[src/rtl/coin_start_sequencer.sv]
// Coin/start switch sequencer: a start request produces a timed coin pulse, a gap,
// and a start pulse counted in video frames, then waits for the request to release.
module coin_start_sequencer #(
  parameter int COIN_FRAMES  = 4,
  parameter int GAP_FRAMES   = 8,
  parameter int START_FRAMES = 4
) (
  input  logic clk_sys,
  input  logic reset_n,
  input  logic vblank,
  input  logic req_start1,
  input  logic req_start2,
  output logic coin,
  output logic start1,
  output logic start2,
  output logic busy
);

  typedef enum logic [2:0] {
    S_IDLE,
    S_COIN,
    S_GAP,
    S_START,
    S_RELEASE
  } state_e;

  localparam logic [8:0] COIN_LAST  = 9'(COIN_FRAMES);
  localparam logic [8:0] GAP_LAST   = 9'(GAP_FRAMES);
  localparam logic [8:0] START_LAST = 9'(START_FRAMES);
  localparam logic       SKIP_GAP   = (GAP_FRAMES == 0);

  state_e     state_q, state_d;
  logic [7:0] fc_q, fc_d;
  logic       sel_q, sel_d;
  logic       vblank_q;
  logic       coin_q, coin_d;
  logic       start1_q, start1_d;
  logic       start2_q, start2_d;
  logic       busy_q, busy_d;

  logic       tick;
  logic [8:0] fc_inc;

  // One-cycle frame tick; a held vblank yields only the rising-edge tick.
  assign tick   = vblank & ~vblank_q;
  // Compare in 9 bits so the increment can never alias a parameter value.
  assign fc_inc = {1'b0, fc_q} + 9'd1;

  // NOTE: every always_comb output gets a default first so no path leaves it
  // unassigned; otherwise synthesis infers a latch to hold the old value.
  always_comb begin
    state_d = state_q;
    fc_d    = fc_q;
    sel_d   = sel_q;

    unique case (state_q)
      S_IDLE: begin
        if (req_start1 || req_start2) begin
          sel_d   = ~req_start1;
          fc_d    = 8'd0;
          state_d = S_COIN;
        end
      end
      S_COIN: begin
        if (tick) begin
          if (fc_inc == COIN_LAST) begin
            fc_d    = 8'd0;
            state_d = SKIP_GAP ? S_START : S_GAP;
          end else begin
            fc_d = fc_inc[7:0];
          end
        end
      end
      S_GAP: begin
        if (tick) begin
          if (fc_inc == GAP_LAST) begin
            fc_d    = 8'd0;
            state_d = S_START;
          end else begin
            fc_d = fc_inc[7:0];
          end
        end
      end
      S_START: begin
        if (tick) begin
          if (fc_inc == START_LAST) begin
            fc_d    = 8'd0;
            state_d = S_RELEASE;
          end else begin
            fc_d = fc_inc[7:0];
          end
        end
      end
      S_RELEASE: begin
        // Wait for both requests to drop so a held button cannot auto-repeat.
        if (!req_start1 && !req_start2) begin
          state_d = S_IDLE;
        end
      end
      default: state_d = S_IDLE;
    endcase

    // Outputs are decoded from the next state so they register with it.
    coin_d   = (state_d == S_COIN);
    start1_d = (state_d == S_START) && !sel_d;
    start2_d = (state_d == S_START) &&  sel_d;
    busy_d   = (state_d != S_IDLE);
  end

  // NOTE: sequential state uses non-blocking assignments so every flop samples
  // the pre-edge values, independent of statement order.
  always_ff @(posedge clk_sys or negedge reset_n) begin
    if (!reset_n) begin
      state_q  <= S_IDLE;
      fc_q     <= 8'd0;
      sel_q    <= 1'b0;
      // NOTE: history resets high so a vblank already high at release is not a tick.
      vblank_q <= 1'b1;
      coin_q   <= 1'b0;
      start1_q <= 1'b0;
      start2_q <= 1'b0;
      busy_q   <= 1'b0;
    end else begin
      state_q  <= state_d;
      fc_q     <= fc_d;
      sel_q    <= sel_d;
      vblank_q <= vblank;
      coin_q   <= coin_d;
      start1_q <= start1_d;
      start2_q <= start2_d;
      busy_q   <= busy_d;
    end
  end

  assign coin   = coin_q;
  assign start1 = start1_q;
  assign start2 = start2_q;
  assign busy   = busy_q;

endmodule
[config.mk]
export PLATFORM = sky130hd
export DESIGN_NAME = coin_start_sequencer
export DESIGN_NICKNAME = d
export VERILOG_FILES = /design/src/rtl/coin_start_sequencer.sv
export SDC_FILE = /design/constraint.sdc
export NUM_CORES = 1
export LEC_CHECK = 0
export ABC_CLOCK_PERIOD_IN_PS = 1800
export BUFFER_PORTS_ARGS = -buffer_cell sky130_fd_sc_hd__buf_2
export CAP_MARGIN = 20
export CORE_ASPECT_RATIO = 0.7
export CORE_MARGIN = 8
export CORE_UTILIZATION = 51
export CTS_CLUSTER_SIZE = 30
export DETAILED_ROUTE_END_ITERATION = 6
export HOLD_SLACK_MARGIN = 0.12
export MAX_ROUTING_LAYER = met4
export PLACE_DENSITY = 0.83
export SLEW_MARGIN = 20
export SYNTH_ARGS = -nofsm -noshare
export SYNTH_HDL_FRONTEND = slang
export SYNTH_SLANG_ARGS = --single-unit
[constraint.sdc]
create_clock -name clk_sys -period 1.8 [get_ports clk_sys]
set_input_delay 0.09 -clock clk_sys [delete_from_list [all_inputs] [get_ports clk_sys]]
set_output_delay 0.09 -clock clk_sys [all_outputs]
set_load 0.05 [all_outputs]
; After elaboration in Yosys (flattened, before gate mapping)
; Cells that the tools add are included.
[classes]
add_sub_neg = 1
n_eq_ne = 11
mux = 17
n_bitwise = 3
n_reduce_logical = 12
[ops]
columns = operator, count
row1 = $mux W8, 5
row2 = $mux W3, 8
row3 = $pmux W8 S3, 1
row4 = $pmux W3 S5, 1
row5 = $add A8 B1 Y9 const B, 1
row6 = $eq A3 B2 Y1 const B, 3
row7 = $eq A9 B3 Y1 const B, 1
row8 = $eq A9 B4 Y1 const B, 1
row9 = $eq A3 B1 Y1 const B, 2
row10 = $reduce_bool A3 Y1, 2
row11 = $ne A2 B2 Y1 const B, 2
row12 = $reduce_and A4 Y1, 1
row13 = $eq A3 B3 Y1 const B, 1
row14 = $logic_and A1 B1 Y1, 3
row15 = $logic_not A1 Y1, 3
row16 = $logic_not A3 Y1, 1
row17 = $mux W1, 2
row18 = $ne A2 B1 Y1 const B, 1
row19 = $not A1 Y1, 2
row20 = $reduce_or A2 Y1, 1
row21 = $and A1 B1 Y1, 1
row22 = $logic_or A1 B1 Y1, 1
[totals]
regBits = 17
in_bits = 5
out_inout_bits = 4
elab_cells = 52

; Depth between registers and ports, before layout
; Gate-level depths: netlist of run 1.
[logic_depth]
ltp_word = 7
mapped_depth = 7
depth_no_buf = 7

; Least setup slack after synthesis of run 1
; No wires, ideal clock.
[synth_path]
path_kind = reg2reg
from = reg fc_q[0]
to = reg start2_q (netlist: start2)
setup_time_ns = 0.131
arrival_time_ns = 1.668
t_required_ns = 1.669
setup_slack_ns = 0.001
stages_incl_launch_ff = 7
n_path_buf = 0
period_less_slack_ns = 1.799
path_cell_list = dfrtp_1 -> ha_1 -> and3_1 -> nor3_2 -> or3_1 -> a211oi_4 -> nor3b_2
[synth_via]
elab_chain_len = 7
elab_cells_between_ends = 12
cone_classes = 1 x add/sub / 3 x eq/ne / 7 x mux / 1 x reduce/logical
[synth_lines]
columns = element, line_no
row1 = "start, declared", 33  ; logic [7:0] fc_q, fc_d;
row2 = "start signal, assigned", 115  ; fc_q <= 8'd0;
row3 = "start signal, assigned", 125  ; fc_q <= fc_d;
row4 = $add A8 B1 Y9 (*), 47  ; assign fc_inc = {1'b0, fc_q} + 9'd1;
row5 = $eq A9 B3 Y1 / $eq A9 B4 Y1 (equally long branches), "66, 86, 76"
row6 = "$mux W3, on equally long branches", "86, 66, 76"
row7 = "$mux W3, on equally long branches", "85, 65, 75"
row8 = $pmux W3 S5 (*), 56  ; unique case (state_q)
row9 = $eq A3 B2 Y1 (*), 106  ; start2_d = (state_d == S_START) && sel_d;
row10 = $logic_and A1 B1 Y1 (*), 106
row11 = via start2_d, 38  ; logic start2_q, start2_d;
row12 = "end signal, assigned", 130  ; start2_q <= start2_d;
row13 = "end, declared", 38
; The timed path passes the listed nets; every way through them passes the cells marked *.
; A chain may end at the register's enable or synchronous reset.

; Final worst setup path of run 1
[layout_path]
from = reg fc_q[0]
to = reg start1_q (netlist: start1)
[layout_via]
elab_chain_len = 7
elab_cells_between_ends = 12
cone_classes = 1 x add/sub / 3 x eq/ne / 7 x mux / 1 x reduce/logical
[layout_lines]
columns = element, line_no
row1 = $add A8 B1 Y9 (*), 47
row2 = $eq A9 B3 Y1 / $eq A9 B4 Y1 (equally long branches), "66, 86, 76"
row3 = "$mux W3, on equally long branches", "86, 66, 76"
row4 = "$mux W3, on equally long branches", "85, 65, 75"
row5 = $pmux W3 S5 (*), 56
row6 = $eq A3 B2 Y1 (*), 105  ; start1_d = (state_d == S_START) && !sel_d;
row7 = $logic_and A1 B1 Y1 (*), 105
row8 = via start1_d, 37  ; logic start1_q, start1_d;
row9 = "end signal, assigned", 129  ; start1_q <= start1_d;
row10 = "end, declared", 37
; Marks and branches as above.

==> results.yml, run 1 <==
cells_and_area:
  area_growth_syn_to_layout_pct: 39.7
  fin_nets: 146
  antennaDiodeCount: 0
  drive_above_1_share: 0.489
  layout.cells.non_filler: 161
worst_setup_path:
  reg2reg_to: "start1$_DFF_PN0_"
  worstPathRequired_ns: 1.99
  start_kind: "flip-flop"
  regToRegSetupSlack_ns: -0.05
  worst-path-max-fanout: 6
  cp.arrival_ns: 2.04
  critPathLaunch: "fc_q[0]$_DFFE_PN0P_"
  path_class: "reg -> reg"
  r2r-start: "fc_q[0]$_DFFE_PN0P_"
  ff2ff_path_depth: 6
  endpoint: "start1$_DFF_PN0_"
  endpoint_kind: "flip-flop"
job:
  maxCapViolCount: 0
floorplan:
  ios: 9
  core-area_mm2: 0.00187
  row_count: 13
  die_h_um: 53.5
  dieWidth_um: 69.6
  fp.dieArea_mm2: 0.00372
  start_util: 0.548
global_route:
  antenna_found_initial: 0
  grt_overflow_total: 0
  grt_use_total: 0.147
  grt_max_degree: 18
  first_global_vias: 937
  grt_pass1_wl_mm: 4.40
hold_path:
  min_path_type: "in -> async"
timing:
  setup_violations: 7
  final.setup.worst_slack_ns: -0.0521
  final-hold-violation-count: 0
  maxSlewViolCount: 0
  min_period_ns: 1.85
  fmax_mhz: 540
  tns_ns: -0.219
  relSlewSlack: 0.658
  skew_ns: 0.0186
  fin_crit_sh: 1.03
  tightest_slew_ns: 0.507
  rsz0062_at_grt: "yes"
logic_synthesis:
  synth_edf_count: 0
  syn_area_mm2: 0.00102
  synth.most_common_cell: "dfrtp_1"
  synthCells: 108
  synthFlopType: "dfrtp_1"
  synth_area_leaders: "dfrtp_1 39%, nand3_1 5.4%, nand2_1 4.0%"
  synth.top_cells.by_count: "16 x dfrtp_1, 11 x nand2_1, 11 x nand3_1"
  synth_top_cell_area_share: 0.391
  yosysTopAreaCell: "dfrtp_1"
  synth_fp_nets: 114
  synthArstFlopShare: 1.00
  syn_area_per_cell_um2: 9.49
  ys_ff_latch: 17
  yosys.cell_types.count: 44
  ys_seq_area_frac: 0.416
  yosys_warnings: 0
drt:
  drcViolationCount: 0
  drtAntennaViolNets: 0
  vias: 1151
  drt-total-wl_mm: 3.62
  first_pass_iters: 5
  wl_per_cell_um: 22.5
  drt_iter0_drc: 152
  vias_per_cell: 7.15
outcome:
  violations: "negative setup slack"
  status: "complete, but fails checks"
placement:
  portBuffers: 8
  post-place-cells: 146
  globalplace.congestion: 0.922
  dp_hpwl_mm: 1.86
cts:
  clk_pin_slew_ns: 0.12
  cts_max_path_buffers: 2
  root_buffer: "clkbuf_4"
  cts_made_buffers: 3
  h-tree-depth: 1
  clk_latency_ns: 0.32
  cts_sinks: 17
  cts_tree: "done"
power_and_ir_drop:
  ir_drop_v: 0.000786
  total_power_uw: 1350
  leakage_uw: 0.000562
  pwr_density_cell_mw_per_mm2: 941
[worst min-delay path by stage]
stage | end
global placement | coin$_DFF_PN0_
global route | state_q[0]$_DFF_PN0_
CTS | state_q[0]$_DFF_PN0_
floorplan | busy$_DFF_PN0_
detailed placement | state_q[0]$_DFF_PN0_
finish | state_q[0]$_DFF_PN0_
[flip-flops by register name, indices dropped and copies added (netlist names)]
name	count
vblank_q	1
fc_q	8
start2	1
sel_q	1
busy	1
state_q	3
start1	1
coin	1
[timing repair]
action                     CTS  global route
hold endpoints to repair    20             0
gates resized for setup      7            26
hold buffers                 4             0
setup buffers                0             8
pin swaps                    1            12
setup endpoints to repair    6            10
[worst max-delay path: stages, from the launching register on]
cell and delay (ns):
dfrtp_1 0.44, ha_4 0.20, nand4_1 0.18, nor4_4 0.09
or3_4 0.41, a211oi_4 0.33, nor3_2 0.08
[per-layer routing]
metal,up-vias,share of wire,GRT usage
met5,-,0,-
met1,528,0.38,0.177
li1,467,-,-
met2,120,0.44,0.249
met3,36,0.12,0.0354
met4,0,0.058,0.0271
[power breakdown]
group | internal [uW] | switching, uW | total [uW]
Combinational | 262 | 331 | 593
Sequential | 444 | 82.8 | 527
Clock | 83.4 | 144 | 227
[logic make-up (layout without fill, tap and decap cells)]
group | Yosys count | after routing | share of synthesized area
adders and majority gates | 1 | 1 | 0.0122
AOI/OAI and AO/OA | 25 | 25 | 0.198
and+or+nand+nor | 52 | 52 | 0.293
DFF | 17 | 17 | 0.416
xor gates and xnor gates | 1 | 1 | 0.00855
buffers and inverters | 10 | 41 | 0.0525
muxes | 2 | 2 | 0.0195
[cell type report]
| type | instances | area (um2) |
|---|---|---|
| clock buffers | 3 | 22.5 |
| clock inverters | 1 | 5.00 |
| fillers | 98 | 439 |
| inverters | 5 | 18.8 |
| multi-input cells | 81 | 693 |
| flip-flops and latches | 17 | 433 |
| well taps | 22 | 27.5 |
| repair buffers | 32 | 231 |
[metrics by stage]
| stage | util | hold WS (ns) | area (um2) | setup slack, ns |
|---|---|---|---|---|
| final | 0.765 | 0.199 | 1430 | -0.0521 |
| after global routing | 0.765 | 0.264 | 1430 | -0.122 |
| after CTS | 0.669 | 0.244 | 1250 | -0.0122 |
| after detailed placement | 0.617 | 0.0296 | 1150 | -0.0794 |
| after global placement | 0.617 | 0.0268 | 1150 | 0.0141 |
| after floorplan | - | -0.206 | 1020 | 0.000855 |
[layout by cell type, fill, tap and decap left out, drive strengths merged, types with 2 or more instances in the layout]
master	n
mux2i	2
nor4	3
nor2	5
or3	3
clkbuf	4
dlygate4sd3	4
or2	2
inv	5
nor3	6
nand3	11
nand2	11
dfrtp	16
buf	27
and3	2
o21ai	4
o41ai	2
a211oi	2
nand4	3
a31oi	4
a21oi	5
Power figures use the tool's default switching activity.
==> run 2: changes to the inputs <==
--- a/config.mk
+++ b/config.mk
@@ -7,7 +7,7 @@
 export LEC_CHECK = 0
 export ABC_CLOCK_PERIOD_IN_PS = 1800
 export BUFFER_PORTS_ARGS = -buffer_cell sky130_fd_sc_hd__buf_2
-export CAP_MARGIN = 20
+export CAP_MARGIN = 5
 export CORE_ASPECT_RATIO = 0.7
 export CORE_MARGIN = 8
 export CORE_UTILIZATION = 51
@@ -16,6 +16,7 @@
 export HOLD_SLACK_MARGIN = 0.12
 export MAX_ROUTING_LAYER = met4
 export PLACE_DENSITY = 0.83
+export RECOVER_POWER = 50
 export SLEW_MARGIN = 20
 export SYNTH_ARGS = -nofsm -noshare
 export SYNTH_HDL_FRONTEND = slang
==> results.yml, run 2 (synthesis results as in run 1) <==
power_and_ir_drop:
  leakage_uw: 0.000556
  ir_drop_v: 0.000784
  pwr_density_cell_mw_per_mm2: 946
cells_and_area:
  final_common_cell: "buf_4"
  fillers: 100
  top_regs: "fc_q x8, state_q x3"
  largest_reg_flops: 8
  regMostFlops: "fc_q"
  drive_above_1_share: 0.475
  layout_common_cells: "18 x buf_4, 11 x dfrtp_1, 10 x nand3_1, 10 x nand2_1, 6 x buf_2"
  fin_nets: 146
  area_growth_syn_to_layout_pct: 39.4
  antennaDiodeCount: 0
outcome:
  status: "complete, but fails checks"
  violations: "negative setup slack"
timing:
  relSlewSlack: 0.382
  final-hold-violation-count: 0
  skew_ns: 0.0202
  tightest_slew_ns: 0.927
  rsz0062_at_grt: "yes"
  final.setup.worst_slack_ns: -0.0793
  fmax_mhz: 532
  tns_ns: -0.338
  maxSlewViolCount: 0
  min_period_ns: 1.88
  setup_violations: 7
  fin_crit_sh: 1.04
worst_setup_path:
  cp.arrival_ns: 2.07
  regToRegSetupSlack_ns: -0.08
  endpoint_kind: "flip-flop"
  worstPathRequired_ns: 1.99
  worst-path-max-fanout: 6
  path_class: "reg -> reg"
  start_kind: "flip-flop"
placement:
  dp_hpwl_mm: 1.86
  globalplace.congestion: 0.922
  portBuffers: 8
  post-place-ws_ns: -0.0794
drt:
  drtAntennaViolNets: 0
  drt-total-wl_mm: 3.66
  wl_per_cell_um: 22.7
  drt_iter0_drc: 147
  drcViolationCount: 0
  vias_per_cell: 7.11
  first_pass_iters: 5
  vias: 1144
cts:
  clk_latency_ns: 0.32
  cts_tree: "done"
  cts_sinks: 17
  clk_pin_slew_ns: 0.12
  root_buffer: "clkbuf_4"
  cts_max_path_buffers: 2
  h-tree-depth: 1
  cts_made_buffers: 3
floorplan:
  row_count: 13
  die_h_um: 53.5
  dieWidth_um: 69.6
  start_util: 0.548
  fp.dieArea_mm2: 0.00372
  core-area_mm2: 0.00187
  ios: 9
global_route:
  grt_overflow_total: 0
  grt_use_total: 0.147
  grt_pass1_wl_mm: 4.40
  first_global_vias: 937
  antenna_found_initial: 0
  grt_max_degree: 18
hold_path:
  min_path_type: "in -> async"
job:
  maxCapViolCount: 0
[run 2: cell count changes in the layout (fill, tap and decap cells not counted)]
cell / previous run / this run
buf_2: 8 / 6
clkbuf_1: 0 / 2
[run 2: layout make-up]
cell class,count,area [um2],area share
Clock buffer,3,22.5,0.0158
Tap cell,22,27.5,0.0193
Timing Repair Buffer,32,229,0.160
Inverter,5,18.8,0.0131
Multi-Input combinational cell,81,693,0.485
Sequential cell,17,433,0.303
Clock inverter,1,5.00,0.00350
[run 2: through the flow]
stage / util / area (um2) / power [uW] / std cells / hold slack, ns
6_report: 0.764 / 1430 / 1350 / 161 / 0.408
5_1_grt: 0.764 / 1430 / 1390 / 161 / 0.416
4_1_cts: 0.669 / 1250 / 1130 / 154 / 0.244
3_5_place_dp: 0.617 / 1150 / 878 / 146 / 0.0296
3_3_place_gp: 0.617 / 1150 / 856 / 146 / 0.0268
2_1_floorplan: - / 1020 / 738 / 108 / -0.206
[run 2: layer usage]
| metal | share of wire | wire length, um | vias to the layer above | GRT usage |
|---|---|---|---|---|
| met3 | 0.12 | 432 | 37 | 0.0354 |
| met5 | 0 | 0 | - | - |
| met1 | 0.39 | 1430 | 520 | 0.177 |
| li1 | - | - | 465 | - |
| met2 | 0.44 | 1600 | 122 | 0.249 |
| met4 | 0.055 | 201 | 0 | 0.0271 |
[run 2: path summary, 6_finish.rpt]
path	start	endpoint	depth (start not counted)
worst max-delay path	fc_q[3]$_DFFE_PN0P_	start1$_DFF_PN0_	7
worst min-delay path	reset_n	state_q[0]$_DFF_PN0_	2
worst max register to register	fc_q[3]$_DFFE_PN0P_	start1$_DFF_PN0_	7
worst min register to register	fc_q[4]$_DFFE_PN0P_	fc_q[4]$_DFFE_PN0P_	2
max in group asynchronous	reset_n	fc_q[6]$_DFFE_PN0P_	2
min in group clk_sys	vblank	vblank_q$_DFF_PN1_	2
[run 2: timing repair]
action                                  CTS  global route
endpoints found under the setup margin    6            10
gates resized for setup                   7            26
hold buffers                              4             0
endpoints found under the hold margin    20             0
pin swaps                                 1            12
buffers inserted                          0             8
[run 2: power by group]
| part | internal [uW] | switching (uW) |
|---|---|---|
| sequential | 444 | 84.3 |
| combinational | 262 | 334 |
| clock | 83.2 | 145 |
| total | 789 | 563 |
[run 2: critical path, stage by stage (launching register included)]
cell and delay (ns):
dfrtp_2 0.44, buf_4 0.13, nand4_1 0.19, buf_4 0.23, o31ai_2 0.23, a21oi_2 0.11, a211oi_4 0.33, nor3_2 0.09
==> run 3: changes to the inputs <==
--- a/config.mk
+++ b/config.mk
@@ -17,6 +17,7 @@
 export MAX_ROUTING_LAYER = met4
 export PLACE_DENSITY = 0.83
 export RECOVER_POWER = 50
+export SETUP_SLACK_MARGIN = 0.4
 export SLEW_MARGIN = 20
 export SYNTH_ARGS = -nofsm -noshare
 export SYNTH_HDL_FRONTEND = slang
==> results.yml, run 3 (synthesis results as in run 1) <==
outcome:
  status: "complete, but fails checks"
  violations: "negative setup slack"
placement:
  portBuffers: 8
  dp_hpwl_mm: 1.75
  post-place-cells: 135
  dpl-instance-area_mm2: 0.00111
  globalplace.congestion: 1.00
worst_setup_path:
  r2r-start: "fc_q[0]$_DFFE_PN0P_"
  reg2reg_to: "start2$_DFF_PN0_"
  regToRegSetupSlack_ns: -0.009
  ff2ff_path_depth: 6
  endpoint_kind: "flip-flop"
  worstPathRequired_ns: 1.97
  start_kind: "flip-flop"
  cp.arrival_ns: 1.98
  worst-path-max-fanout: 6
  path_class: "reg -> reg"
cells_and_area:
  regMostFlops: "fc_q"
  fin_util: 0.716
  largest_reg_flops: 8
  drive_above_1_share: 0.450
  layout_common_cells: "10 x buf_4, 9 x nand2_1, 9 x dfrtp_1, 8 x nand3_1, 7 x dfrtp_2"
  area_growth_syn_to_layout_pct: 30.6
  top_regs: "fc_q x8, state_q x3"
  final_common_cell: "buf_4"
  antennaDiodeCount: 0
  layout.cells.non_filler: 153
  stdcell_area_mm2: 0.00134
  fin_nets: 138
cts:
  clk_latency_ns: 0.29
  root_buffer: "clkbuf_4"
  h-tree-depth: 1
  cts_sinks: 17
  cts_tree: "done"
  cts_max_path_buffers: 2
  clk_pin_slew_ns: 0.10
  cts_made_buffers: 3
floorplan:
  dieWidth_um: 69.6
  ios: 9
  die_h_um: 53.5
  start_util: 0.548
  fp.dieArea_mm2: 0.00372
  row_count: 13
  core-area_mm2: 0.00187
drt:
  drcViolationCount: 0
  vias_per_cell: 6.45
  first_pass_iters: 4
  drt-total-wl_mm: 2.99
  drtAntennaViolNets: 0
  wl_per_cell_um: 19.5
  drt_iter0_drc: 67
  vias: 987
hold_path:
  min_path_type: "in -> reg"
  hp-start: "req_start2"
  worstHoldEndpoint: "sel_q$_DFF_PN0_"
  worstHoldPathCells: 3
timing:
  min_period_ns: 1.81
  rsz0062_at_grt: "yes"
  setup_violations: 3
  relSlewSlack: 0.382
  fmax_mhz: 553
  final-hold-violation-count: 0
  whs_ns: 0.164
  tightest_slew_ns: 0.926
  skew_ns: 0.00784
  maxSlewViolCount: 0
  fin_crit_sh: 1.00
  final.setup.worst_slack_ns: -0.00873
power_and_ir_drop:
  leakage_uw: 0.000499
  swShare: 0.379
  seqPwrFrac: 0.511
  intPower_uw: 692
  pwr_density_cell_mw_per_mm2: 832
  clkPwrFrac: 0.182
  ir_drop_v: 0.000965
  p_comb_frac: 0.306
  power.net_switching_uw: 422
global_route:
  grt_use_total: 0.170
  antenna_found_initial: 0
  first_global_vias: 915
  grt_pass1_wl_mm: 4.77
  grt_max_degree: 18
  grt_overflow_total: 0
job:
  maxCapViolCount: 0
run 3: cell types whose count changed in the layout (fill, tap and decap cells not counted), moves of 2 or more:
cell,previous run,this run
a211o_4,0,2
a31oi_1,2,4
a31oi_4,2,0
buf_4,18,10
nor3_2,1,3
nor3_1,4,2
nand3_1,10,8
dfrtp_2,5,7
dfrtp_1,11,9
nand3_2,1,3
or2_4,0,2
o21ai_1,2,0
run 3: cell type report:
cell class	count	area (um2)
clock buffers	4	26.3
fillers	147	532
inverters	5	18.8
multi-input cells	82	667
flip-flops and latches	17	435
well taps	22	27.5
repair buffers	23	164
run 3: per-layer routing:
| metal | GRT usage | vias to the layer above | routed length (um) |
|---|---|---|---|
| met1 | 0.195 | 479 | 1250 |
| met5 | - | - | 0 |
| met4 | 0.0644 | 0 | 110 |
| met2 | 0.270 | 37 | 1400 |
| li1 | - | 456 | - |
| met3 | 0.0597 | 15 | 227 |
run 3: worst max path at each step:
stage               slack (ns)  depth (start not counted)               end                 from
floorplan                 0.15                          6  start2$_DFF_PN0_  fc_q[0]$_DFFE_PN0P_
global placement          0.06                          6    coin$_DFF_PN0_  fc_q[1]$_DFFE_PN0P_
detailed placement       0.006                          6    coin$_DFF_PN0_  fc_q[0]$_DFFE_PN0P_
CTS                       0.03                          5    coin$_DFF_PN0_  fc_q[6]$_DFFE_PN0P_
global route             -0.09                          6    coin$_DFF_PN0_  fc_q[0]$_DFFE_PN0P_
finish                  -0.009                          6  start2$_DFF_PN0_  fc_q[0]$_DFFE_PN0P_
run 3: power groups by stage:
stage	registers (uW)	logic, uW	clock network (uW)
3_5_place_dp	555	263	0
5_1_grt	577	378	225
3_3_place_gp	551	252	0
4_1_cts	558	283	214
6_report	570	341	203
2_1_floorplan	508	259	0
run 3: repair_timing:
action | in CTS | in global routing
pin swaps | 8 | 8
hold endpoints to repair | 20 | 0
setup buffers | 4 | 5
setup endpoints to repair | 14 | 15
cloned | 1 | 0
resized for setup | 15 | 9
hold buffers | 4 | 0
run 3: through the flow:
stage               setup WS [ns]  TNS [ns]  total power (uW)
floorplan                   0.145         0               767
global placement           0.0607         0               803
detailed placement        0.00555         0               818
CTS                        0.0320         0              1050
global route              -0.0884    -0.500              1180
finish                   -0.00873   -0.0170              1110
run 3: worst max-delay path, cell delays in order, from the launching register on:
cell	delay [ns]
dfrtp_2	0.43
buf_4	0.14
and3_1	0.24
nor4_4	0.07
or3_4	0.38
a211oi_4	0.34
nor3b_2	0.09
